File: src/rtl/pkt_dvdr_rx_parser_if.sv
// Byte-stream receive bus and parsed payload/status bundle for the packet parser.
// The slave side is the parser; the master side feeds bytes and observes results.
interface pkt_dvdr_rx_parser_if;
    logic        rx_en;
    logic [7:0]  rx_data;
    logic        pld_valid;
    logic [7:0]  pld_data;
    logic        pld_first;
    logic        pld_last;
    logic        pkt_done;
    logic        pkt_err;
    logic [4:0]  err_flags;
    logic [7:0]  pkt_len;
    logic [15:0] good_cnt;
    logic [15:0] bad_cnt;

    modport slave (
        input  rx_en, rx_data,
        output pld_valid, pld_data, pld_first, pld_last,
        output pkt_done, pkt_err, err_flags, pkt_len, good_cnt, bad_cnt
    );

    modport master (
        output rx_en, rx_data,
        input  pld_valid, pld_data, pld_first, pld_last,
        input  pkt_done, pkt_err, err_flags, pkt_len, good_cnt, bad_cnt
    );
endinterface

File: src/rtl/pkt_dvdr_rx_parser.sv
// Parses sop|len|data|pad|parity|eop byte packets, streams the payload one cycle
// later and reports a per-packet status pulse plus good/bad packet counters.
module pkt_dvdr_rx_parser #(
    parameter logic [7:0] SOP_BYTE = 8'hA5,
    parameter logic [7:0] EOP_BYTE = 8'h5A,
    parameter int         MAX_LEN  = 64,
    parameter int         GAP_MAX  = 16
) (
    input  logic                 clk,
    input  logic                 rst,
    pkt_dvdr_rx_parser_if.slave  rx_if
);
    localparam int            GW       = $clog2(GAP_MAX + 1);
    localparam logic [GW-1:0] GAP_LAST = GW'(GAP_MAX - 1);

    typedef enum logic [2:0] {
        S_IDLE, S_LEN, S_DATA, S_PAD, S_PARITY, S_EOP
    } state_t;

    state_t        state_q, state_d;
    logic [7:0]    len_q, len_d;
    logic [7:0]    idx_q, idx_d;
    logic [7:0]    par_q, par_d;
    logic [1:0]    pad_q, pad_d;
    logic [GW-1:0] gap_q, gap_d;
    logic [4:0]    err_q, err_d;
    logic          pld_valid_q, pld_valid_d;
    logic [7:0]    pld_data_q, pld_data_d;
    logic          pld_first_q, pld_first_d;
    logic          pld_last_q, pld_last_d;
    logic          done_q, done_d;
    logic          pkt_err_q, pkt_err_d;
    logic [4:0]    flags_q, flags_d;
    logic [7:0]    pkt_len_q, pkt_len_d;
    logic [15:0]   good_q, good_d;
    logic [15:0]   bad_q, bad_d;

    always_ff @(posedge clk) begin
        if (rst) begin
            state_q     <= S_IDLE;
            len_q       <= '0;
            idx_q       <= '0;
            par_q       <= '0;
            pad_q       <= '0;
            gap_q       <= '0;
            err_q       <= '0;
            pld_valid_q <= 1'b0;
            pld_data_q  <= '0;
            pld_first_q <= 1'b0;
            pld_last_q  <= 1'b0;
            done_q      <= 1'b0;
            pkt_err_q   <= 1'b0;
            flags_q     <= '0;
            pkt_len_q   <= '0;
            good_q      <= '0;
            bad_q       <= '0;
        end else begin
            state_q     <= state_d;
            len_q       <= len_d;
            idx_q       <= idx_d;
            par_q       <= par_d;
            pad_q       <= pad_d;
            gap_q       <= gap_d;
            err_q       <= err_d;
            pld_valid_q <= pld_valid_d;
            pld_data_q  <= pld_data_d;
            pld_first_q <= pld_first_d;
            pld_last_q  <= pld_last_d;
            done_q      <= done_d;
            pkt_err_q   <= pkt_err_d;
            flags_q     <= flags_d;
            pkt_len_q   <= pkt_len_d;
            good_q      <= good_d;
            bad_q       <= bad_d;
        end
    end

    always_comb begin
        state_d     = state_q;
        len_d       = len_q;
        idx_d       = idx_q;
        par_d       = par_q;
        pad_d       = pad_q;
        gap_d       = gap_q;
        err_d       = err_q;
        pld_valid_d = 1'b0;
        pld_data_d  = '0;
        pld_first_d = 1'b0;
        pld_last_d  = 1'b0;
        done_d      = 1'b0;
        pkt_err_d   = 1'b0;
        flags_d     = '0;
        pkt_len_d   = '0;
        good_d      = good_q;
        bad_d       = bad_q;

        if (rx_if.rx_en) begin
            gap_d = '0;
            case (state_q)
                S_IDLE: begin
                    if (rx_if.rx_data == SOP_BYTE) begin
                        state_d = S_LEN;
                        len_d   = '0;
                        idx_d   = '0;
                        par_d   = '0;
                        err_d   = '0;
                    end
                end
                S_LEN: begin
                    if (rx_if.rx_data == 8'd0 || rx_if.rx_data > 8'(MAX_LEN)) begin
                        done_d    = 1'b1;
                        flags_d   = 5'b00001;
                        pkt_len_d = rx_if.rx_data;
                        state_d   = S_IDLE;
                    end else begin
                        len_d   = rx_if.rx_data;
                        par_d   = rx_if.rx_data;
                        // Pad brings len up to a multiple of 4: (4 - len mod 4) mod 4.
                        pad_d   = 2'(8'd0 - rx_if.rx_data);
                        idx_d   = '0;
                        state_d = S_DATA;
                    end
                end
                S_DATA: begin
                    pld_valid_d = 1'b1;
                    pld_data_d  = rx_if.rx_data;
                    pld_first_d = (idx_q == 8'd0);
                    pld_last_d  = (idx_q == len_q - 8'd1);
                    par_d       = par_q ^ rx_if.rx_data;
                    idx_d       = idx_q + 8'd1;
                    if (idx_q == len_q - 8'd1) begin
                        state_d = (pad_q == 2'd0) ? S_PARITY : S_PAD;
                    end
                end
                S_PAD: begin
                    par_d = par_q ^ rx_if.rx_data;
                    if (rx_if.rx_data != 8'h00) begin
                        err_d[1] = 1'b1;
                    end
                    pad_d = pad_q - 2'd1;
                    if (pad_q == 2'd1) begin
                        state_d = S_PARITY;
                    end
                end
                S_PARITY: begin
                    if (rx_if.rx_data != par_q) begin
                        err_d[2] = 1'b1;
                    end
                    state_d = S_EOP;
                end
                S_EOP: begin
                    done_d    = 1'b1;
                    flags_d   = err_q | {1'b0, (rx_if.rx_data != EOP_BYTE), 3'b000};
                    pkt_len_d = len_q;
                    state_d   = S_IDLE;
                end
                default: state_d = S_IDLE;
            endcase
        end else if (state_q != S_IDLE) begin
            // Idle cycles inside a packet count toward the timeout; IDLE itself never times out.
            if (gap_q == GAP_LAST) begin
                done_d    = 1'b1;
                flags_d   = err_q | 5'b10000;
                pkt_len_d = len_q;
                gap_d     = '0;
                state_d   = S_IDLE;
            end else begin
                gap_d = gap_q + 1'b1;
            end
        end

        if (done_d) begin
            pkt_err_d = |flags_d;
            if (|flags_d) begin
                if (bad_q != 16'hFFFF) bad_d = bad_q + 16'd1;
            end else begin
                if (good_q != 16'hFFFF) good_d = good_q + 16'd1;
            end
        end
    end

    assign rx_if.pld_valid = pld_valid_q;
    assign rx_if.pld_data  = pld_data_q;
    assign rx_if.pld_first = pld_first_q;
    assign rx_if.pld_last  = pld_last_q;
    assign rx_if.pkt_done  = done_q;
    assign rx_if.pkt_err   = pkt_err_q;
    assign rx_if.err_flags = flags_q;
    assign rx_if.pkt_len   = pkt_len_q;
    assign rx_if.good_cnt  = good_q;
    assign rx_if.bad_cnt   = bad_q;
endmodule

File: src/flat_wrapper.sv
// flat-port wrapper written by rule: the top's interface ports become plain ports
module pkt_dvdr_rx_parser_flat 
#(
    parameter logic [7:0] SOP_BYTE = 8'hA5,
    parameter logic [7:0] EOP_BYTE = 8'h5A,
    parameter int         MAX_LEN  = 64,
    parameter int         GAP_MAX  = 16
)
  (clk, rst, rx_if_rx_en, rx_if_rx_data, rx_if_pld_valid, rx_if_pld_data, rx_if_pld_first, rx_if_pld_last, rx_if_pkt_done, rx_if_pkt_err, rx_if_err_flags, rx_if_pkt_len, rx_if_good_cnt, rx_if_bad_cnt);
  pkt_dvdr_rx_parser_if rx_if_i ();
  input  logic clk;
  input  logic rst;
  input wire logic [$bits(rx_if_i.rx_en)-1:0] rx_if_rx_en;
  input wire logic [$bits(rx_if_i.rx_data)-1:0] rx_if_rx_data;
  output wire logic [$bits(rx_if_i.pld_valid)-1:0] rx_if_pld_valid;
  output wire logic [$bits(rx_if_i.pld_data)-1:0] rx_if_pld_data;
  output wire logic [$bits(rx_if_i.pld_first)-1:0] rx_if_pld_first;
  output wire logic [$bits(rx_if_i.pld_last)-1:0] rx_if_pld_last;
  output wire logic [$bits(rx_if_i.pkt_done)-1:0] rx_if_pkt_done;
  output wire logic [$bits(rx_if_i.pkt_err)-1:0] rx_if_pkt_err;
  output wire logic [$bits(rx_if_i.err_flags)-1:0] rx_if_err_flags;
  output wire logic [$bits(rx_if_i.pkt_len)-1:0] rx_if_pkt_len;
  output wire logic [$bits(rx_if_i.good_cnt)-1:0] rx_if_good_cnt;
  output wire logic [$bits(rx_if_i.bad_cnt)-1:0] rx_if_bad_cnt;
  assign rx_if_i.rx_en = rx_if_rx_en;
  assign rx_if_i.rx_data = rx_if_rx_data;
  assign rx_if_pld_valid = rx_if_i.pld_valid;
  assign rx_if_pld_data = rx_if_i.pld_data;
  assign rx_if_pld_first = rx_if_i.pld_first;
  assign rx_if_pld_last = rx_if_i.pld_last;
  assign rx_if_pkt_done = rx_if_i.pkt_done;
  assign rx_if_pkt_err = rx_if_i.pkt_err;
  assign rx_if_err_flags = rx_if_i.err_flags;
  assign rx_if_pkt_len = rx_if_i.pkt_len;
  assign rx_if_good_cnt = rx_if_i.good_cnt;
  assign rx_if_bad_cnt = rx_if_i.bad_cnt;
  pkt_dvdr_rx_parser #(.SOP_BYTE(SOP_BYTE), .EOP_BYTE(EOP_BYTE), .MAX_LEN(MAX_LEN), .GAP_MAX(GAP_MAX)) u_core (.clk(clk), .rst(rst), .rx_if(rx_if_i));
endmodule
File: config.mk
export PLATFORM = sky130hd
export DESIGN_NAME = pkt_dvdr_rx_parser_flat
export DESIGN_NICKNAME = d
export VERILOG_FILES = /design/src/rtl/pkt_dvdr_rx_parser_if.sv /design/src/rtl/pkt_dvdr_rx_parser.sv /design/src/flat_wrapper.sv
export SDC_FILE = /design/constraint.sdc
export NUM_CORES = 1
export LEC_CHECK = 0
export BUFFER_PORTS_ARGS = -buffer_cell sky130_fd_sc_hd__buf_4
export CAP_MARGIN = 20
export CORE_MARGIN = 8
export CORE_UTILIZATION = 35
export CTS_BUF_LIST = sky130_fd_sc_hd__clkbuf_16
export DETAILED_ROUTE_END_ITERATION = 16
export PLACE_DENSITY = 0.5
export RECOVER_POWER = 50
export SLEW_MARGIN = 20
export SYNTH_ARGS = -nofsm -noshare
export SYNTH_HDL_FRONTEND = slang
export SYNTH_SLANG_ARGS = --single-unit
File: constraint.sdc
create_clock -name clk -period 5.46 [get_ports clk]
set_input_delay 0.546 -clock clk [delete_from_list [all_inputs] [get_ports clk]]
set_output_delay 0.546 -clock clk [all_outputs]
set_load 0.03 [all_outputs]
Word-level counts from Yosys, hierarchy flattened:

Cells that the tools add are included.

* bits in registers: 94
* input port bits: 11
* output and inout port bits: 58
* word-level logic and storage cells: 121

* add/sub/neg operators: 7
* magnitude comparators: 1
* eq/ne operators: 20
* mux-type cells: 39
* bitwise operators: 6
* reduce and logical (&&, ||, !) cells: 30

Operator list (number)
* $mux W8: 7
* $pmux W8 S3: 2
* $add A16 B1 Y16 const B: 2
* $ne A16 B16 Y1 const B: 2
* $pmux W8 S2: 2
* $mux W3: 8
* $mux W5: 4
* $reduce_and A4 Y1: 5
* $logic_not A8 Y1: 2
* $pmux W3 S5: 1
* $reduce_bool A2 Y1: 6
* $pmux W5 S2: 1
* $ne A3 B2 Y1 const B: 3
* $reduce_and A3 Y1: 3
* $reduce_bool A3 Y1: 3
* $add A8 B1 Y8 const B: 1
* $eq A8 B8 Y1: 1
* $eq A8 B8 Y1 const B: 1
* $gt A8 B7 Y1 const B: 1
* $mux W1: 8
* $ne A8 B7 Y1 const B: 1
* $ne A8 B8 Y1: 1
* $reduce_bool A8 Y1: 1
* $reduce_or A2 Y1: 4
* other kinds (23): 33

Logic depth before layout (Yosys ltp):

Gate-level depths: netlist of run 1.

* depth after elaboration: 8
* depth in mapped cells: 10
* depth with buffers taken out: 8

Worst setup path after synthesis of run 1:

No wires, ideal clock.

* path type: input to register
* start: input rx_if_rx_data[0]
* end: register u_core.bad_q[10], in the netlist u_core.rx_if.bad_cnt[10]
* library setup time: 0.121 ns
* data arrival time: 2.364 ns
* required time: 5.339 ns
* setup slack: 2.975 ns
* cell stages on the path: 9
* path buffers: 2
* path through: clkbuf_1 inv_1 ha_1 a311o_1 a41oi_4 a21oi_4 buf_4 nand3_1 mux2_2

* longest elaborated chain between the ends: 7
* elaborated cells between the ends (all ways): 13
* classes of those cells: order compare (1); eq/ne (1); mux (6); bitwise (1); reduce/logical (4)

RTL lines
* from (decl): line flat_wrapper.sv:14 `input wire logic [$bits(rx_if_i.rx_data)-1:0] rx_if_rx_data;`
* $gt A8 B7 Y1 or $logic_not A8 Y1 (tied branches): line pkt_dvdr_rx_parser.sv:110 `if (rx_if.rx_data == 8'd0 || rx_if.rx_data > 8'(MAX_LEN)) begin`
* $logic_or A1 B1 Y1: line pkt_dvdr_rx_parser.sv:110
* $mux W1: line pkt_dvdr_rx_parser.sv:110
* $pmux W5 S2: line pkt_dvdr_rx_parser.sv:99 `case (state_q)`
* $mux W5: line pkt_dvdr_rx_parser.sv:97 `if (rx_if.rx_en) begin`
* $reduce_or A5 Y1: line pkt_dvdr_rx_parser.sv:174 `if (|flags_d) begin`
* $reduce_and A3 Y1 (no source line) (*)
* to (signal assigned): line pkt_dvdr_rx_parser.sv:56 `bad_q <= '0;`
* to (signal assigned): line pkt_dvdr_rx_parser.sv:74 `bad_q <= bad_d;`
* to (decl): line pkt_dvdr_rx_parser.sv:36 `logic [15:0] bad_q, bad_d;`

Every way passes the cells marked *; elsewhere a longest branch is shown, timed or not.
A chain may end at the register's enable or synchronous reset.

Worst setup path in the final report of run 1:

* start: register u_core.state_q[1]
* end: register u_core.pld_last_q, in the netlist u_core.rx_if.pld_last

* longest elaborated chain between the ends: 3

RTL lines
* from (decl): line pkt_dvdr_rx_parser.sv:20 `state_t state_q, state_d;`
* from (signal assigned): line pkt_dvdr_rx_parser.sv:58 `state_q <= state_d;`
* $eq A3 B2 Y1: line pkt_dvdr_rx_parser.sv:99
* $not A1 Y1 (no source line)
* $reduce_or A3 Y1 (no source line)
* to (signal assigned): line pkt_dvdr_rx_parser.sv:68 `pld_last_q <= pld_last_d;`
* to (decl): line pkt_dvdr_rx_parser.sv:30 `logic pld_last_q, pld_last_d;`

Every way passes these cells.

==> impl_metrics.csv, run 1 <==
group,metric,value,unit
power_and_ir_drop,ir_worst_vdd,0.000119,V
yosys,syn_nets,575,
drt,vias_per_cell,5.41,
power_and_ir_drop,intPower,1.09,mW
critical_path,cpMostUsedCell,"nor2_1",
power_and_ir_drop,netSwitchingFraction,21.9,%
clock_network,cts_root_buf,"clkbuf_16",
yosys,netlist_instances,553,
global_route,grt_pass1_vias,3994,
final_layout,multiInputGateArea,2620,um2
drt,wl,13.0,mm
sta,hold_viol_final,0,
power_and_ir_drop,p_comb_share,3.1,%
global_route,grt_max_degree,84,
power_and_ir_drop,finalPower,1.40,mW
clock_network,post_cts.repair.setup_buffers,0,
yosys,syn_avg_cell_area,8.61,um2
sta,fin_crit_sh,62.9,%
clock_network,htreeDepth,3,
floorplan,fp.dieH,133,um
sta,maxSlewHeadroom,13.6,%
sta,holdWs,0.443,ns
yosys,synth_edf_count,0,
clock_network,cts_tree,"done",
critical_path,critPathArrivalTime,3.73,ns
drt,wl_per_cell,16.7,um
yosys,ys_types,73,
power_and_ir_drop,p_sw,0.307,mW
floorplan,start_util,35.9,%
yosys,synth_xor_area_share,6.26,%
worst_hold_path,hp-class,"flip-flop to flip-flop",
clock_network,cts_buffers,9,
yosys,synth_fa_ha_area_share,2.89,%
global_route,antenna_found_initial,0,
critical_path,critPathKind,"flip-flop to flip-flop",
final_layout,diodes,0,
drt,drt-initial-drc-count,252,
floorplan,dieArea,17600,um2
global_route,grt_usage,14.9,%
final_layout,final_util,40.7,%
power_and_ir_drop,leakage,1.89,nW
final_layout,area_delta_synth_final,13.2,%
drt,detail-route-antenna-nets,0,
sta,finClkSkew,0.00640,ns
power_and_ir_drop,clockPowerShare,48.0,%
yosys,ys.flop_type,"dfxtp_1",
yosys,synthSimpleGateAreaFrac,26.1,%
final_layout,final_nets,620,
critical_path,path_cells,"clkbuf_1 -> nand2b_1 -> nor2_1 -> nand2_1 -> nor2_1 -> and2_2",
drt,drc_errors,0,
floorplan,core_area,13200,um2
yosys,synth-async-reset-ratio,0,%
yosys,synth.area.mux_share,2.26,%
place,port_buffers,68,
global_route,overflow,0,
sta,finalWorstSetupSlack,2.02,ns
sta,worst_pin_slew,1.30,ns
final_layout,layout_commonest_cell,"dfxtp_1",
critical_path,slowest_stage,"clkbuf_1",
place,dp_slack,2.64,ns
yosys,yosys_warnings,0,
power_and_ir_drop,p_seq_share,48.9,%
critical_path,crit_path_start_kind,"flip-flop",
sta,slew_viol_final,0,
critical_path,cp-end-kind,"flip-flop",
floorplan,pin_count,69,
sta,fmax,0.291,GHz
floorplan,std_cell_rows,42,
yosys,yosysSeqAreaShare,39.5,%
final_layout,layout_common_cells,"dfxtp_1, nor2_1, clkbuf_1",
drt,dr.pass1.iters,4,
drt,vias,4211,
clock_network,clk_pin_slew,0.07,ns
clock_network,clk_latency,0.35,ns
critical_path,slowest_delay,0.94,ns
final_layout,fillCellCount,1414,
power_and_ir_drop,powerDensity,260,nW/um2
clock_network,ctsResizeCount,0,
critical_path,crit_fanout,30,
clock_network,cts.sinks,94,
critical_path,cp.required,5.75,ns
sta,setup_violations,0,
sta,fin_crit,3.44,ns
yosys,synth-compound-area-share,17.8,%
run_status,status,"completed",
final_layout,drive_gt1_share,9.45,%
place,hpwl,8.89,mm
final_layout,ff_latch_area,1880,um2
sta,rsz0062_at_grt,"false",
yosys,ys_ff_latch,94,
job,cap_violations,0,
sta,setup_tns,0,ns
yosys,netlist_area,4760,um2
yosys,synth_top_family_by_area,"simple AND/OR/NAND/NOR gates",
clock_network,holdBufCountCts,0,
global_route,grt_first_pass_wirelength,21.4,mm
floorplan,die_x,133,um
clock_network,clk_path_buf_depth,2,
place,gp_congestion,0.836,
==> power by group through the flow <==
stage / combinational [mW] / clock [mW] / sequential, mW
after floorplan: 0.0298 / 0 / 0.701
after global placement: 0.0424 / 0 / 0.701
after detailed placement: 0.0429 / 0 / 0.701
after CTS: 0.0432 / 0.690 / 0.685
after global routing: 0.0474 / 0.723 / 0.685
final: 0.0433 / 0.673 / 0.685
==> kinds of logic after synthesis <==
family,Yosys count
multiplexers,10
buffers and inverters,48
flip-flops,94
adder cells (fa/ha/maj),11
AND/OR/NAND/NOR,230
XOR/XNOR,34
AO/OA/AOI/OAI,126
==> worst max-delay path, delay by kind of cell (launching register included) <==
family | cells | cell delay (ns)
buf+inv | 1 | 0.94
flops | 1 | 0.31
simple gates | 5 | 2.12
==> area by class of cell <==
class,instances,share of cell area [%]
multi-input cells,411,48.7
flip-flops and latches,94,34.9
repair buffers,69,5.51
clock buffers,9,4.18
well taps,176,4.09
clock inverters,7,1.70
inverters,13,0.906
==> per-stage QoR <==
step	instance area (um2)	std cells
floorplan	4760	553
global placement	5300	763
detailed placement	5300	763
CTS	5620	779
global route	5390	779
finish	5390	779
==> path summary, 6_finish.rpt <==
kind	cells after the start	endpoint	from	slack, ns
setup / recovery	6	u_core.rx_if.pld_last	u_core.state_q[1]	2.02
hold / removal	2	u_core.gap_q[4]	u_core.gap_q[4]	0.44
setup reg to reg	6	u_core.rx_if.pld_last	u_core.state_q[1]	2.02
hold reg to reg	2	u_core.gap_q[4]	u_core.gap_q[4]	0.44
==> Yosys cell counts (all sizes together) (15+ instances only) <==
cell	n	area, um2
a21oi	39	210
and3	16	100
clkbuf	22	113
dfxtp	94	1880
nand2	24	90.1
nand3	34	170
nand4	15	93.8
nor2	61	229
nor3	20	116
o21ai	44	224
xnor2	18	158
xor2	16	140
==> sequential cells by signal, indices dropped and copies added, names as in the netlist <==
name                    count
u_core.rx_if.pkt_err        1
u_core.pad_q                2
u_core.rx_if.bad_cnt       16
u_core.gap_q                5
u_core.len_q                8
u_core.rx_if.pkt_len        8
u_core.rx_if.pkt_done       1
u_core.par_q                8
u_core.rx_if.pld_valid      1
u_core.rx_if.pld_first      1
u_core.rx_if.good_cnt      16
u_core.rx_if.pld_data       8
u_core.idx_q                8
u_core.rx_if.pld_last       1
u_core.err_q                2
u_core.state_q              3
u_core.rx_if.err_flags      5
==> per-layer routing <==
| layer | up-vias | track usage [%] | wire (um) |
|---|---|---|---|
| met1 | 2004 | 20.2 | 6450 |
| met5 | - | 0 | 0 |
| met3 | 20 | 4.05 | 753 |
| met2 | 118 | 21.6 | 5510 |
| li1 | 2069 | - | - |
| met4 | 0 | 6.25 | 269 |
Power figures use the tool's default switching activity.
==> run 2, diff against run 1 <==
==> constraint.sdc (replaced) <==
create_clock -name clk -period 3.2 [get_ports clk]
set_input_delay 0.32 -clock clk [delete_from_list [all_inputs] [get_ports clk]]
set_output_delay 0.32 -clock clk [all_outputs]
set_load 0.03 [all_outputs]
==> run 2 against run 1 <==
Core utilization decreased by 0.11 points. Via count decreased by 0.88%. Non-clock buffer count increased by 4. Critical endpoint is now u_core.rx_if.bad_cnt[9]. Setup slack got worse by 1.6 ns. Clock skew increased by 0.0021 ns.
==> impl_metrics.csv, run 2 (synthesis gave the netlist of run 1 again) <==
group,metric,value,unit
clock_network,holdBufCountCts,0,
final_layout,drive_gt1_share,10.2,%
global_route,overflow,0,
worst_hold_path,holdPathEnd,"u_core.rx_if.pkt_len[2]",
sta,fmax,0.366,GHz
drt,detail-route-antenna-nets,0,
global_route,grt_usage,14.3,%
final_layout,layout_common_cells,"dfxtp_1, nor2_1, clkbuf_1",
critical_path,crit_fanout,14,
drt,wl,12.7,mm
critical_path,r2r_end,"u_core.rx_if.bad_cnt[9]",
final_layout,diodes,0,
power_and_ir_drop,intPower,1.72,mW
clock_network,cts.sinks,94,
worst_hold_path,hp-class,"input port to flip-flop",
sta,maxSlewHeadroom,44.8,%
final_layout,final_util,40.6,%
drt,vias_per_cell,5.33,
critical_path,critPathArrivalTime,2.97,ns
final_layout,multiInputGateArea,2630,um2
floorplan,core_area,13200,um2
critical_path,worst_r2r_startpoint,"u_core.state_q[0]",
power_and_ir_drop,p_comb_share,3.3,%
power_and_ir_drop,p_sw,0.527,mW
clock_network,cts_tree,"done",
sta,worst_pin_slew,0.828,ns
final_layout,ff_latch_area,1880,um2
global_route,grt_pass1_vias,3847,
critical_path,critPathKind,"flip-flop to flip-flop",
floorplan,dieArea,17600,um2
critical_path,worst-r2r-setup-slack,0.47,ns
drt,drc_errors,0,
worst_hold_path,hold_path_depth,2,
floorplan,pin_count,69,
floorplan,std_cell_rows,42,
worst_hold_path,holdCritStartpoint,"rx_if_rx_data[2]",
critical_path,cp-end-kind,"flip-flop",
sta,fin_crit_sh,85.3,%
job,cap_violations,0,
final_layout,area_delta_synth_final,12.9,%
power_and_ir_drop,ir_worst_vdd,0.000220,V
floorplan,die_x,133,um
power_and_ir_drop,clockPowerShare,44.6,%
final_layout,layout_commonest_cell,"dfxtp_1",
critical_path,rr_worst_depth,7,
place,port_buffers,68,
power_and_ir_drop,p_seq_share,52.1,%
sta,rsz0062_at_grt,"false",
final_layout,fillCellCount,1408,
power_and_ir_drop,leakage,1.88,nW
place,dp.cells,767,
drt,drt-initial-drc-count,187,
sta,finClkSkew,0.00850,ns
global_route,antenna_found_initial,0,
floorplan,start_util,35.9,%
final_layout,final_nets,624,
clock_network,post_cts.repair.setup_buffers,0,
sta,fin_crit,2.73,ns
run_status,status,"completed",
global_route,grt_max_degree,56,
power_and_ir_drop,powerDensity,418,nW/um2
sta,slew_viol_final,0,
floorplan,fp.dieH,133,um
clock_network,htreeDepth,3,
critical_path,cp.required,3.44,ns
drt,wl_per_cell,16.3,um
clock_network,clk_pin_slew,0.06,ns
global_route,grt_first_pass_wirelength,20.6,mm
place,gp_congestion,0.854,
place,hpwl,9.10,mm
drt,dr.pass1.iters,5,
final_layout,instances_no_fill,783,
critical_path,crit_path_start_kind,"flip-flop",
clock_network,cts_buffers,9,
sta,setup_tns,0,ns
sta,setup_violations,0,
sta,hold_viol_final,0,
power_and_ir_drop,netSwitchingFraction,23.5,%
clock_network,clk_latency,0.35,ns
drt,vias,4174,
clock_network,clk_path_buf_depth,2,
clock_network,cts_root_buf,"clkbuf_16",
clock_network,ctsResizeCount,0,
-- run 2: cell count changes in the layout (fill, tap and decap cells not counted) --
cell / before / now
clkbuf_1: 59 / 61
buf_4: 10 / 12
inv_1: 15 / 13
o21ai_0: 42 / 41
o21ai_2: 0 / 1
inv_6: 0 / 1
clkinv_2: 0 / 2
clkinvlp_4: 2 / 3
bufinv_16: 2 / 0
-- run 2: final cells by class --
type | instances | area share (%)
inverter | 13 | 0.908
clock inverter | 7 | 0.932
tap | 176 | 4.10
clock buffer | 9 | 4.19
timing repair buffer | 73 | 5.94
sequential | 94 | 35.0
multi-input combinational | 411 | 48.9
-- run 2: how the worst max path moves through the flow --
stage	startpoint	to	slack, ns	cells past startpoint
6_report	u_core.state_q[0]	u_core.rx_if.bad_cnt[9]	0.47	7
2_1_floorplan	u_core.rx_if.bad_cnt[0]	u_core.rx_if.bad_cnt[10]	0.93	8
3_3_place_gp	u_core.state_q[1]	u_core.rx_if.bad_cnt[8]	0.56	6
3_5_place_dp	u_core.state_q[1]	u_core.rx_if.bad_cnt[14]	0.60	6
5_1_grt	u_core.state_q[0]	u_core.par_q[3]	0.22	7
4_1_cts	u_core.state_q[1]	u_core.rx_if.bad_cnt[14]	0.58	6
-- run 2: layer usage --
layer	global-route usage (%)	vias to the layer above	wire length (um)
li1	-	2073	-
met1	19.4	1976	6330
met2	21.2	113	5500
met3	3.48	12	717
met4	5.93	0	197
met5	0	-	0
-- run 2: metrics by stage --
stage / cell area, um2 / worst slack [ns] / hold slack (ns) / total power, mW
4_1_cts: 5610 / 0.577 / 0.278 / 2.28
5_1_grt: 5370 / 0.223 / 0.297 / 2.33
3_5_place_dp: 5330 / 0.600 / 0.434 / 1.27
3_3_place_gp: 5330 / 0.559 / 0.425 / 1.27
2_1_floorplan: 4760 / 0.933 / 0.410 / 1.25
6_report: 5370 / 0.470 / 0.292 / 2.24
-- run 2: power by group through the flow --
stage | combinational, mW | sequential, mW | clock (mW)
global placement | 0.0736 | 1.20 | 0
floorplan | 0.0509 | 1.20 | 0
global route | 0.0806 | 1.17 | 1.08
CTS | 0.0744 | 1.17 | 1.04
detailed placement | 0.0743 | 1.20 | 0
finish | 0.0740 | 1.17 | 1.00
-- run 2: worst max-delay path, cell delays in order, from the launching register on --
cell,delay [ns]
dfxtp_1,0.31
clkbuf_1,0.29
nor3_1,0.70
nor3_1,0.20
a41oi_4,0.42
a21oi_4,0.20
nand4_1,0.16
mux2_2,0.33
==> run 3, diff against run 2 <==
--- a/config.mk
+++ b/config.mk
@@ -5,13 +5,13 @@
 export SDC_FILE = /design/constraint.sdc
 export NUM_CORES = 1
 export LEC_CHECK = 0
-export BUFFER_PORTS_ARGS = -buffer_cell sky130_fd_sc_hd__buf_4
 export CAP_MARGIN = 20
 export CORE_MARGIN = 8
 export CORE_UTILIZATION = 35
 export CTS_BUF_LIST = sky130_fd_sc_hd__clkbuf_16
 export DETAILED_ROUTE_END_ITERATION = 16
-export PLACE_DENSITY = 0.5
+export DONT_BUFFER_PORTS = 1
+export PLACE_DENSITY = 0.46
 export RECOVER_POWER = 50
 export SLEW_MARGIN = 20
 export SYNTH_ARGS = -nofsm -noshare
==> run 3 against run 2 <==
Sequential power hardly changed. Largest cell class unchanged. Final area is 4.8% lower. Critical endpoint unchanged. Clock skew is 0.00074 ns lower. Fmax is 0.79% lower.
==> impl_metrics.csv, run 3 (synthesis gave the netlist of run 1 again) <==
group,metric,value,unit
run_status,status,"completed",
drt,vias,3914,
global_route,grt_usage,14.5,%
sta,slew_viol_final,0,
job,cap_violations,0,
clock_network,cts_tree,"done",
sta,fin_crit,2.75,ns
drt,vias_per_cell,5.48,
global_route,grt_max_degree,84,
final_layout,drive_gt1_share,9.29,%
critical_path,critPathArrivalTime,2.99,ns
power_and_ir_drop,powerDensity,457,nW/um2
final_layout,final_nets,555,
drt,wl,12.7,mm
power_and_ir_drop,intPower,1.86,mW
global_route,grt_pass1_vias,3701,
drt,dr.pass1.iters,4,
sta,setup_tns,0,ns
sta,maxSlewHeadroom,54.3,%
sta,rsz0062_at_grt,"false",
floorplan,pin_count,69,
clock_network,post_cts.repair.setup_buffers,0,
final_layout,final_util,38.6,%
clock_network,htreeDepth,3,
drt,drt-initial-drc-count,289,
clock_network,clk_latency,0.35,ns
floorplan,core_area,13200,um2
critical_path,cp.required,3.43,ns
clock_network,clk_path_buf_depth,2,
sta,fmax,0.363,GHz
power_and_ir_drop,clockPowerShare,48.8,%
final_layout,layout_common_cells,"dfxtp_1, nor2_1, o21ai_0",
place,port_buffers,0,
critical_path,crit_fanout,15,
critical_path,crit_path_start_kind,"flip-flop",
clock_network,ctsResizeCount,0,
floorplan,std_cell_rows,42,
critical_path,cp-end-kind,"flip-flop",
power_and_ir_drop,finalPower,2.34,mW
critical_path,cp-startpoint,"u_core.state_q[0]",
sta,finClkSkew,0.00776,ns
critical_path,worst_r2r_startpoint,"u_core.state_q[0]",
floorplan,fp.dieH,133,um
clock_network,clk_pin_slew,0.06,ns
sta,setup_violations,0,
place,hpwl,8.95,mm
final_layout,diodes,0,
global_route,overflow,0,
sta,worst_pin_slew,0.683,ns
drt,wl_per_cell,17.8,um
worst_hold_path,hp-class,"input port to flip-flop",
floorplan,start_util,35.9,%
clock_network,cts_buffers,9,
power_and_ir_drop,p_seq_share,50.1,%
final_layout,area_delta_synth_final,7.44,%
global_route,grt_first_pass_wirelength,20.6,mm
clock_network,cts.sinks,94,
drt,detail-route-antenna-nets,0,
sta,hold_viol_final,0,
critical_path,critPathKind,"flip-flop to flip-flop",
floorplan,die_x,133,um
power_and_ir_drop,leakage,1.78,nW
floorplan,dieArea,17600,um2
sta,fin_crit_sh,86.0,%
place,gp_congestion,0.790,
global_route,antenna_found_initial,0,
power_and_ir_drop,p_comb_share,1.1,%
final_layout,layout_commonest_cell,"dfxtp_1",
worst_hold_path,holdCritStartpoint,"rst",
power_and_ir_drop,ir_worst_vdd,0.000206,V
power_and_ir_drop,netSwitchingFraction,20.4,%
clock_network,holdBufCountCts,0,
drt,drc_errors,0,
power_and_ir_drop,p_sw,0.476,mW
clock_network,cts_root_buf,"clkbuf_16",
run 3: cell types whose count changed in the layout (fill, tap and decap cells not counted), moves of 2 or more:
cell and delta:
bufinv_16 +2, clkinvlp_4 -2, buf_4 -11, clkinv_1 +2, clkbuf_1 -58
run 3: path summary, 6_finish.rpt:
path / endpoint / slack (ns) / depth (start not counted)
worst min register to register: u_core.gap_q[4] / 0.44 / 2
worst max-delay path: u_core.rx_if.bad_cnt[9] / 0.45 / 7
worst max register to register: u_core.rx_if.bad_cnt[9] / 0.45 / 7
worst min-delay path: u_core.rx_if.bad_cnt[1] / 0.06 / 1
run 3: power groups by stage:
stage	sequential (mW)	clock, mW	combinational (mW)
4_1_cts	1.17	1.18	0.0260
5_1_grt	1.17	1.23	0.0293
3_3_place_gp	1.20	0	0.0250
2_1_floorplan	1.20	0	0.0509
3_5_place_dp	1.20	0	0.0258
6_report	1.17	1.14	0.0260
run 3: area by class of cell:
class	count	area, um2
timing repair buffer	4	18.8
clock inverter	7	88.8
multi-input combinational	411	2630
tap	176	220
clock buffer	9	225
fill	1379	8130
inverter	13	48.8
sequential	94	1880
run 3: worst max-delay path, stage by stage (launching register included):
cell and delay (ns):
dfxtp_1 0.72, nand2b_1 0.19, nor2_1 0.12, clkbuf_1 0.41, a41oi_4 0.28, a21oi_4 0.44, nand4_1 0.16, mux2_2 0.31
run 3: per-layer routing:
layer,wire length [um],track usage [%]
met2,5550,21.4
met1,6020,19.2
met3,1070,5.15
met4,109,4.54
met5,0,0
run 3: stage by stage:
step | cells | area [um2] | hold slack [ns] | setup WS (ns)
after global placement | 698 | 4810 | 0.406 | 0.723
after CTS | 714 | 5130 | 0.0329 | 0.662
after floorplan | 553 | 4760 | 0.410 | 0.933
final | 714 | 5110 | 0.0551 | 0.448
after detailed placement | 698 | 4810 | 0.408 | 0.682
after global routing | 714 | 5110 | 0.0341 | 0.238
